[src/rtl/seq_det_pkg.sv]
// Shared types and defaults for the parameterised serial pattern detector.
package seq_det_pkg;

    typedef enum logic {
        StFill,
        StArmed
    } seq_state_e;

    localparam int unsigned PAT_W_DEF   = 3;
    localparam int unsigned CNT_W_DEF   = 8;
    localparam logic [2:0]  PAT_RST_DEF = 3'b101;

endpackage

[src/rtl/sat_match_cnt.sv]
// Saturating match counter with a sticky overflow flag; clear wins over increment.
module sat_match_cnt #(
    parameter int unsigned CNT_W = 8
) (
    input  logic             clk,
    input  logic             arst,
    input  logic             inc,
    input  logic             clr,
    output logic [CNT_W-1:0] cnt,
    output logic             ovf
);

    logic [CNT_W-1:0] cnt_d;
    logic             ovf_d;

    always_comb begin
        cnt_d = cnt;
        ovf_d = ovf;
        if (clr) begin
            cnt_d = '0;
            ovf_d = 1'b0;
        end else if (inc) begin
            if (cnt == {CNT_W{1'b1}}) begin
                ovf_d = 1'b1;
            end else begin
                cnt_d = cnt + CNT_W'(1);
            end
        end
    end

    always_ff @(posedge clk or negedge arst) begin
        if (!arst) begin
            cnt <= '0;
            ovf <= 1'b0;
        end else begin
            cnt <= cnt_d;
            ovf <= ovf_d;
        end
    end

endmodule

[src/rtl/seq_det_param.sv]
// Serial pattern detector with loadable pattern, selectable overlap and a
// saturating match counter.
module seq_det_param
    import seq_det_pkg::*;
#(
    parameter int unsigned      PAT_W   = PAT_W_DEF,
    parameter logic [PAT_W-1:0] PAT_RST = PAT_W'(PAT_RST_DEF),
    parameter int unsigned      CNT_W   = CNT_W_DEF
) (
    input  logic             clk,
    input  logic             arst,
    input  logic             in,
    input  logic             in_valid,
    input  logic             pat_load,
    input  logic [PAT_W-1:0] pat_in,
    input  logic             overlap,
    input  logic             cnt_clr,
    output logic             out,
    output logic [CNT_W-1:0] match_cnt,
    output logic             cnt_ovf
);

    localparam int unsigned FW = (PAT_W > 2) ? $clog2(PAT_W) : 1;

    seq_state_e       state_q, state_d;
    logic [PAT_W-1:0] pat_q, pat_d;
    logic [PAT_W-2:0] hist_q, hist_d;
    logic [FW-1:0]    fill_q, fill_d;
    logic [PAT_W-1:0] window;
    logic             match;

    // Newest bit enters at the LSB, so the window reads oldest-first like pat.
    assign window = {hist_q, in};

    always_comb begin
        state_d = state_q;
        pat_d   = pat_q;
        hist_d  = hist_q;
        fill_d  = fill_q;
        match   = 1'b0;
        if (pat_load) begin
            pat_d   = pat_in;
            hist_d  = '0;
            fill_d  = '0;
            state_d = StFill;
        end else if (in_valid) begin
            unique case (state_q)
                StFill: begin
                    hist_d = window[PAT_W-2:0];
                    fill_d = fill_q + FW'(1);
                    if (fill_q == FW'(PAT_W - 2)) begin
                        state_d = StArmed;
                    end
                end
                StArmed: begin
                    match = (window == pat_q);
                    if (match && !overlap) begin
                        hist_d  = '0;
                        fill_d  = '0;
                        state_d = StFill;
                    end else begin
                        hist_d = window[PAT_W-2:0];
                    end
                end
                default: state_d = StFill;
            endcase
        end
    end

    always_ff @(posedge clk or negedge arst) begin
        if (!arst) begin
            state_q <= StFill;
            pat_q   <= PAT_RST;
            hist_q  <= '0;
            fill_q  <= '0;
            out     <= 1'b0;
        end else begin
            state_q <= state_d;
            pat_q   <= pat_d;
            hist_q  <= hist_d;
            fill_q  <= fill_d;
            out     <= match;
        end
    end

    sat_match_cnt #(
        .CNT_W(CNT_W)
    ) u_cnt (
        .clk (clk),
        .arst(arst),
        .inc (match),
        .clr (cnt_clr),
        .cnt (match_cnt),
        .ovf (cnt_ovf)
    );

endmodule

[config.mk]
export PLATFORM = sky130hd
export DESIGN_NAME = seq_det_param
export DESIGN_NICKNAME = d
export VERILOG_FILES = /design/src/rtl/seq_det_pkg.sv /design/src/rtl/sat_match_cnt.sv /design/src/rtl/seq_det_param.sv
export SDC_FILE = /design/constraint.sdc
export NUM_CORES = 1
export LEC_CHECK = 0
export CAP_MARGIN = 20
export CORE_AREA = 4 4 48 50
export CTS_BUF_LIST = sky130_fd_sc_hd__clkbuf_8
export DETAILED_ROUTE_END_ITERATION = 8
export DIE_AREA = 0 0 52 54
export GPL_TIMING_DRIVEN = 0
export HOLD_SLACK_MARGIN = 0.12
export PLACE_DENSITY = 0.83
export REMOVE_ABC_BUFFERS = 1
export SYNTH_ARGS = -nofsm -noshare
export SYNTH_HDL_FRONTEND = slang
export SYNTH_SLANG_ARGS = --single-unit
export TNS_END_PERCENT = 30
[constraint.sdc]
create_clock -name clk -period 2.31 [get_ports clk]
set_clock_uncertainty 0.2 [all_clocks]
set_input_delay 0.5775 -clock clk [delete_from_list [all_inputs] [get_ports clk]]
set_output_delay 0.5775 -clock clk [all_outputs]
set_load 0.1 [all_outputs]
# --- After elaboration in Yosys (flattened, before gate mapping) ---
# Index checks and enable logic that the tools add are counted.
classes:
  bitwise: 1
  shift: 0
  n_eq_ne: 5
  n_reduce_logical: 8
  mul: 0
  magnitude_cmp: 0
  muxes: 22
  n_addsub: 2
  div_mod_pow: 0
ops:
  columns: ["cell", "count"]
  rows:
  - ["$mux 8", 3]
  - ["$mux 2", 6]
  - ["$mux 1", 10]
  - ["$add 8x1->8 const B", 1]
  - ["$eq 8x8->1 const B", 1]
  - ["$pmux 2 s2", 2]
  - ["$reduce_and 2->1", 3]
  - ["$reduce_bool 2->1", 3]
  - ["$eq 3x3->1", 1]
  - ["$ne 3x2->1 const B", 1]
  - ["$add 2x1->2 const B", 1]
  - ["$eq 2x1->1 const B", 1]
  - ["$ne 2x2->1 const B", 1]
  - ["$pmux 1 s2", 1]
  - ["$logic_and 1x1->1", 1]
  - ["$logic_not 1->1", 1]
  - ["$not 1->1", 1]
word_totals:
  rom_bits: 0
  inputBits: 10
  elab_cells: 45
  output_inout_bits: 10
  latchBits: 0
  ramBits: 0
  reg_bits: 18
  n_memories: 0

# --- Longest topological paths before layout ---
depth:
  word_depth: 6
  ltp_mapped: 6
  ltp_nobuf: 5

# --- By module ---
# A second synthesis with hierarchy kept.
hier_totals:
  hier_cells: 88
  area_unflattened_um2: 973.4
by_module_without_submodules:
  columns: ["mod", "area_each_um2", "instances", "cells_per_inst"]
  rows:
  - ["sat_match_cnt", 499.2, 1, 47]
  - ["seq_det_param", 474.2, 1, 41]

# --- Least setup slack after synthesis ---
# No wires, ideal clock.
synth_path:
  path_type: "register -> register"
  startpoint: "register u_cnt.cnt[0]"
  endpoint: "register u_cnt.cnt[0]"
  arrival_time_ns: 2.163
  path_buffers: 0
  path_slack_ns: -0.178
  path_stages_with_launch: 6
  path_cell_list: "dfrtp_1 > ha_1 > and3_1 > and3_1 > nor2_1 > mux2_2"
synth_between:
  elab_chain_cells: 4
synth_lines:
  columns: ["item", "line", "text"]
  rows:
  - ["start: declaration", "sat_match_cnt.sv:9", "output logic [CNT_W-1:0] cnt,"]
  - ["start signal: assignment", "sat_match_cnt.sv:36", "cnt <= cnt_d;"]
  - ["$add 8x1->8", "sat_match_cnt.sv:26", "cnt_d = cnt + CNT_W'(1);"]
  - ["$mux 8", "sat_match_cnt.sv:23", "if (cnt == {CNT_W{1'b1}}) begin"]
  - ["$mux 8", "sat_match_cnt.sv:22", "end else if (inc) begin"]
  - ["$mux 8", "sat_match_cnt.sv:19", "if (clr) begin"]
# Parallel ways exist; a longest one is shown, timed or not. The select of a mux whose other input is x is not followed.
# A chain may end at the register's enable or synchronous reset.

# --- Final worst setup path ---
layout_path:
  startpoint: "register u_cnt.cnt[1]"
  endpoint: "output port match_cnt[1]"
layout_lines:
  columns: ["item", "line", "text"]
  rows:
  - ["end: declaration", "seq_det_param.sv:19", "output logic [CNT_W-1:0] match_cnt,"]
# No word-level cell between the ends.

==> results by group <==
Status
  – Status: completed

Logic synthesis
  – Synth area leaders: dfrtp_1 44%, dfstp_2 5.8%, a21oi_1 5.0%
  – Yosys reg bits: 18
  – Post-synth top area share: 44.0%
  – Syn Inst Count: 85
  – Sequential share of the synthesized area: 49.8%
  – Synth warn: 0
  – Syn Std Cell Area: 910 µm²
  – Syn Area/Cell: 10.7 µm²
  – Area leader, netlist: dfrtp_1
  – Synth cell types: 30

Global routing
  – Total grt overflow: 0
  – Largest net degree at the start of global routing: 19
  – Vias in the first global route: 697
  – Initial antenna violation count: 0
  – Total track usage: 15.4%
  – Global-route wire length before repair: 3.12 mm

Drt
  – Pre-antenna DRT Iters: 4
  – Detail Route Antenna Nets: 0
  – Wire per inst: 14.1 µm
  – Vias per cell: 5.28
  – # DRC: 0
  – Vias: 708
  – Starting DRT DRC Count: 15
  – Final wirelength: 1.90 mm

Clock tree
  – Clock buffer depth: 2
  – CTS HTree Levels: 1
  – Root Driver: clkbuf_8
  – CTS tree: yes
  – Clk Latency, worst-skew pair: 0.25 ns
  – Clk sinks: 18
  – Clock transition at path regs: 0.07 ns
  – Total CTS buffers: 3

Final layout
  – Area of the multi-input gates: 442 µm²
  – Fill count: 165
  – Most common cell after layout, fill and taps aside: dfrtp_1
  – Final nets: 120
  – Fraction of final layout cells sized beyond drive strength 1: 20.6%
  – Core Util, Final: 61.8%
  – Number of diodes: 0
  – FF/Latch Area: 453 µm²
  – Area grow syn2layout: 29.3%
  – Most frequent cells in the layout: 16 x dfrtp_1, 9 x a21oi_1, 6 x nand2_1, 6 x clkdlybuf4s50_1, 5 x and3_1

Floorplan
  – DIE AREA: 2810 µm²
  – Die Wd: 52 µm
  – Ports: 20
  – CORE AREA: 1900 µm²
  – Vert. Die Dim: 54 µm
  – Initial Util: 47.8%
  – FP Rows: 16

Timing
  – Final Hold Viols: 0
  – Tmin final: 2.26 ns
  – Fmax: 443 MHz
  – Fin. max-slew vios: 0
  – WHS: 0.298 ns
  – Unrepaired setup endpoints after global routing: true
  – Period utilization: 97.8%
  – Relative slew margins: 36.5%
  – Worst Tran Pin Value: 0.956 ns
  – Final setup viols: 0

Worst setup path
  – Worst-path cell chain: clkdlybuf4s15_1
  – Crit-path max FO: 4
  – Worst path bufs/invs: 1
  – Type of destination of the critical path: output pin
  – Worst EP required: 1.53 ns
  – Crit path max-delay family: buffers and inverters
  – Slowest cell delay on critical path: 0.84 ns
  – Startpoint Class: register
  – Arr. time, crit path: 1.48 ns
  – Worst Path Class, Setup: reg2out
  – CP max-delay cell: clkdlybuf4s15_1

Worst hold path
  – Hold crit path type: reg2reg

Job
  – Maxcap violations: 0

Placed design
  – HPWL after detailed placement: 1.32 mm
  – # port buffers: 19
  – Gpl congestion: 0.841

Power and ir drop
  – Max rail drop VDD: 0.339 mV
  – PwrDens: 562 nW/µm²
  – Leakage: 0.535 nW
  – Tot Pwr: 0.661 mW
-- layout make-up --
class | count | share of cell area [%]
Tap cell | 27 | 2.87
Sequential cell | 18 | 38.5
Inverter | 4 | 1.28
Multi-Input combinational cell | 61 | 37.6
Clock buffer | 4 | 4.68
Timing Repair Buffer | 20 | 15.1
-- Yosys cell counts --
cell / number
a21o_1: 2
a221oi_1: 1
or4_4: 1
or4_1: 2
mux2_2: 4
and4b_1: 1
nor2_1: 4
nor2b_1: 2
nor3_1: 2
nand2b_1: 3
nor4_1: 2
xor2_1: 3
and2_1: 1
o21ai_0: 1
clkinv_1: 1
dfrtp_1: 16
mux2i_1: 1
dfstp_2: 2
inv_1: 3
nand2_1: 6
ha_1: 2
and3_1: 5
o31ai_1: 1
buf_6: 1
nand3b_4: 1
clkbuf_1: 1
a21oi_1: 9
a311oi_1: 4
a41oi_1: 1
nand3_1: 2
-- report_power, final --
group	switching [mW]	leakage [nW]	internal (mW)
combinational	0.0346	0.266	0.0325
sequential	0.00975	0.240	0.329
clock	0.104	0.0288	0.151
total	0.149	0.535	0.513
-- metal layers --
metal / vias to the layer above / wire length (µm) / track usage, %
met4: 0 / 38 / 8.73
met1: 328 / 836 / 19.9
met3: 5 / 79 / 3.32
met2: 19 / 941 / 24.1
li1: 356 / - / -
met5: - / 0 / 0
-- cells by family after synthesis --
family,share of synthesized area (%)
AND/OR/NAND/NOR,21.5
AO/OA/AOI/OAI,13.8
flip-flops,49.8
buffers and inverters,3.30
multiplexers,6.05
XOR/XNOR,2.89
adder cells (fa/ha/maj),2.75
-- worst reg2reg max path, cell delays in order (launching register included) --
cell and delay, ns:
dfstp_2 0.55, xor2_2 0.08, or4_4 0.58, or4_1 0.52, a21oi_1 0.13
-- registers in the layout, summed over array words and instances (netlist names) --
| signal | cells |
|---|---|
| pat_q | 3 |
| hist_q | 2 |
| out | 1 |
| u_cnt.ovf | 1 |
| state_q | 1 |
| u_cnt.cnt | 8 |
| fill_q | 2 |
-- stage by stage --
step	instances	worst slack [ns]	TNS (ns)	cell area, µm²
after CTS	134	0.000625	0	1190
after floorplan	83	-0.178	-0.308	895
after global placement	129	-0.690	-4.36	1120
after detailed placement	129	-0.758	-4.76	1120
after global routing	134	-0.0178	-0.0178	1180
final	134	0.0508	0	1180
-- worst paths after layout --
path	from	to	slack (ns)	cells past startpoint
worst min register to register	fill_q[0]	fill_q[0]	0.30	1
max in group asynchronous	arst	hist_q[1]	0.77	1
worst max register to register	pat_q[0]	u_cnt.cnt[5]	0.17	4
min in group asynchronous	arst	u_cnt.cnt[4]	0.61	1
worst min-delay path	fill_q[0]	fill_q[0]	0.30	1
worst max-delay path	u_cnt.cnt[1]	match_cnt[1]	0.05	1
-- repair_timing --
item / 4_1_cts / 5_1_grt
buffers inserted: 1 / 0
gates resized for setup: 25 / 8
endpoints found under the setup margin: 18 / 7
hold buffers: 0 / 0
gates cloned: 0 / 0
pin swaps: 2 / 0
No activity file was read; power rests on OpenSTA's default activity.
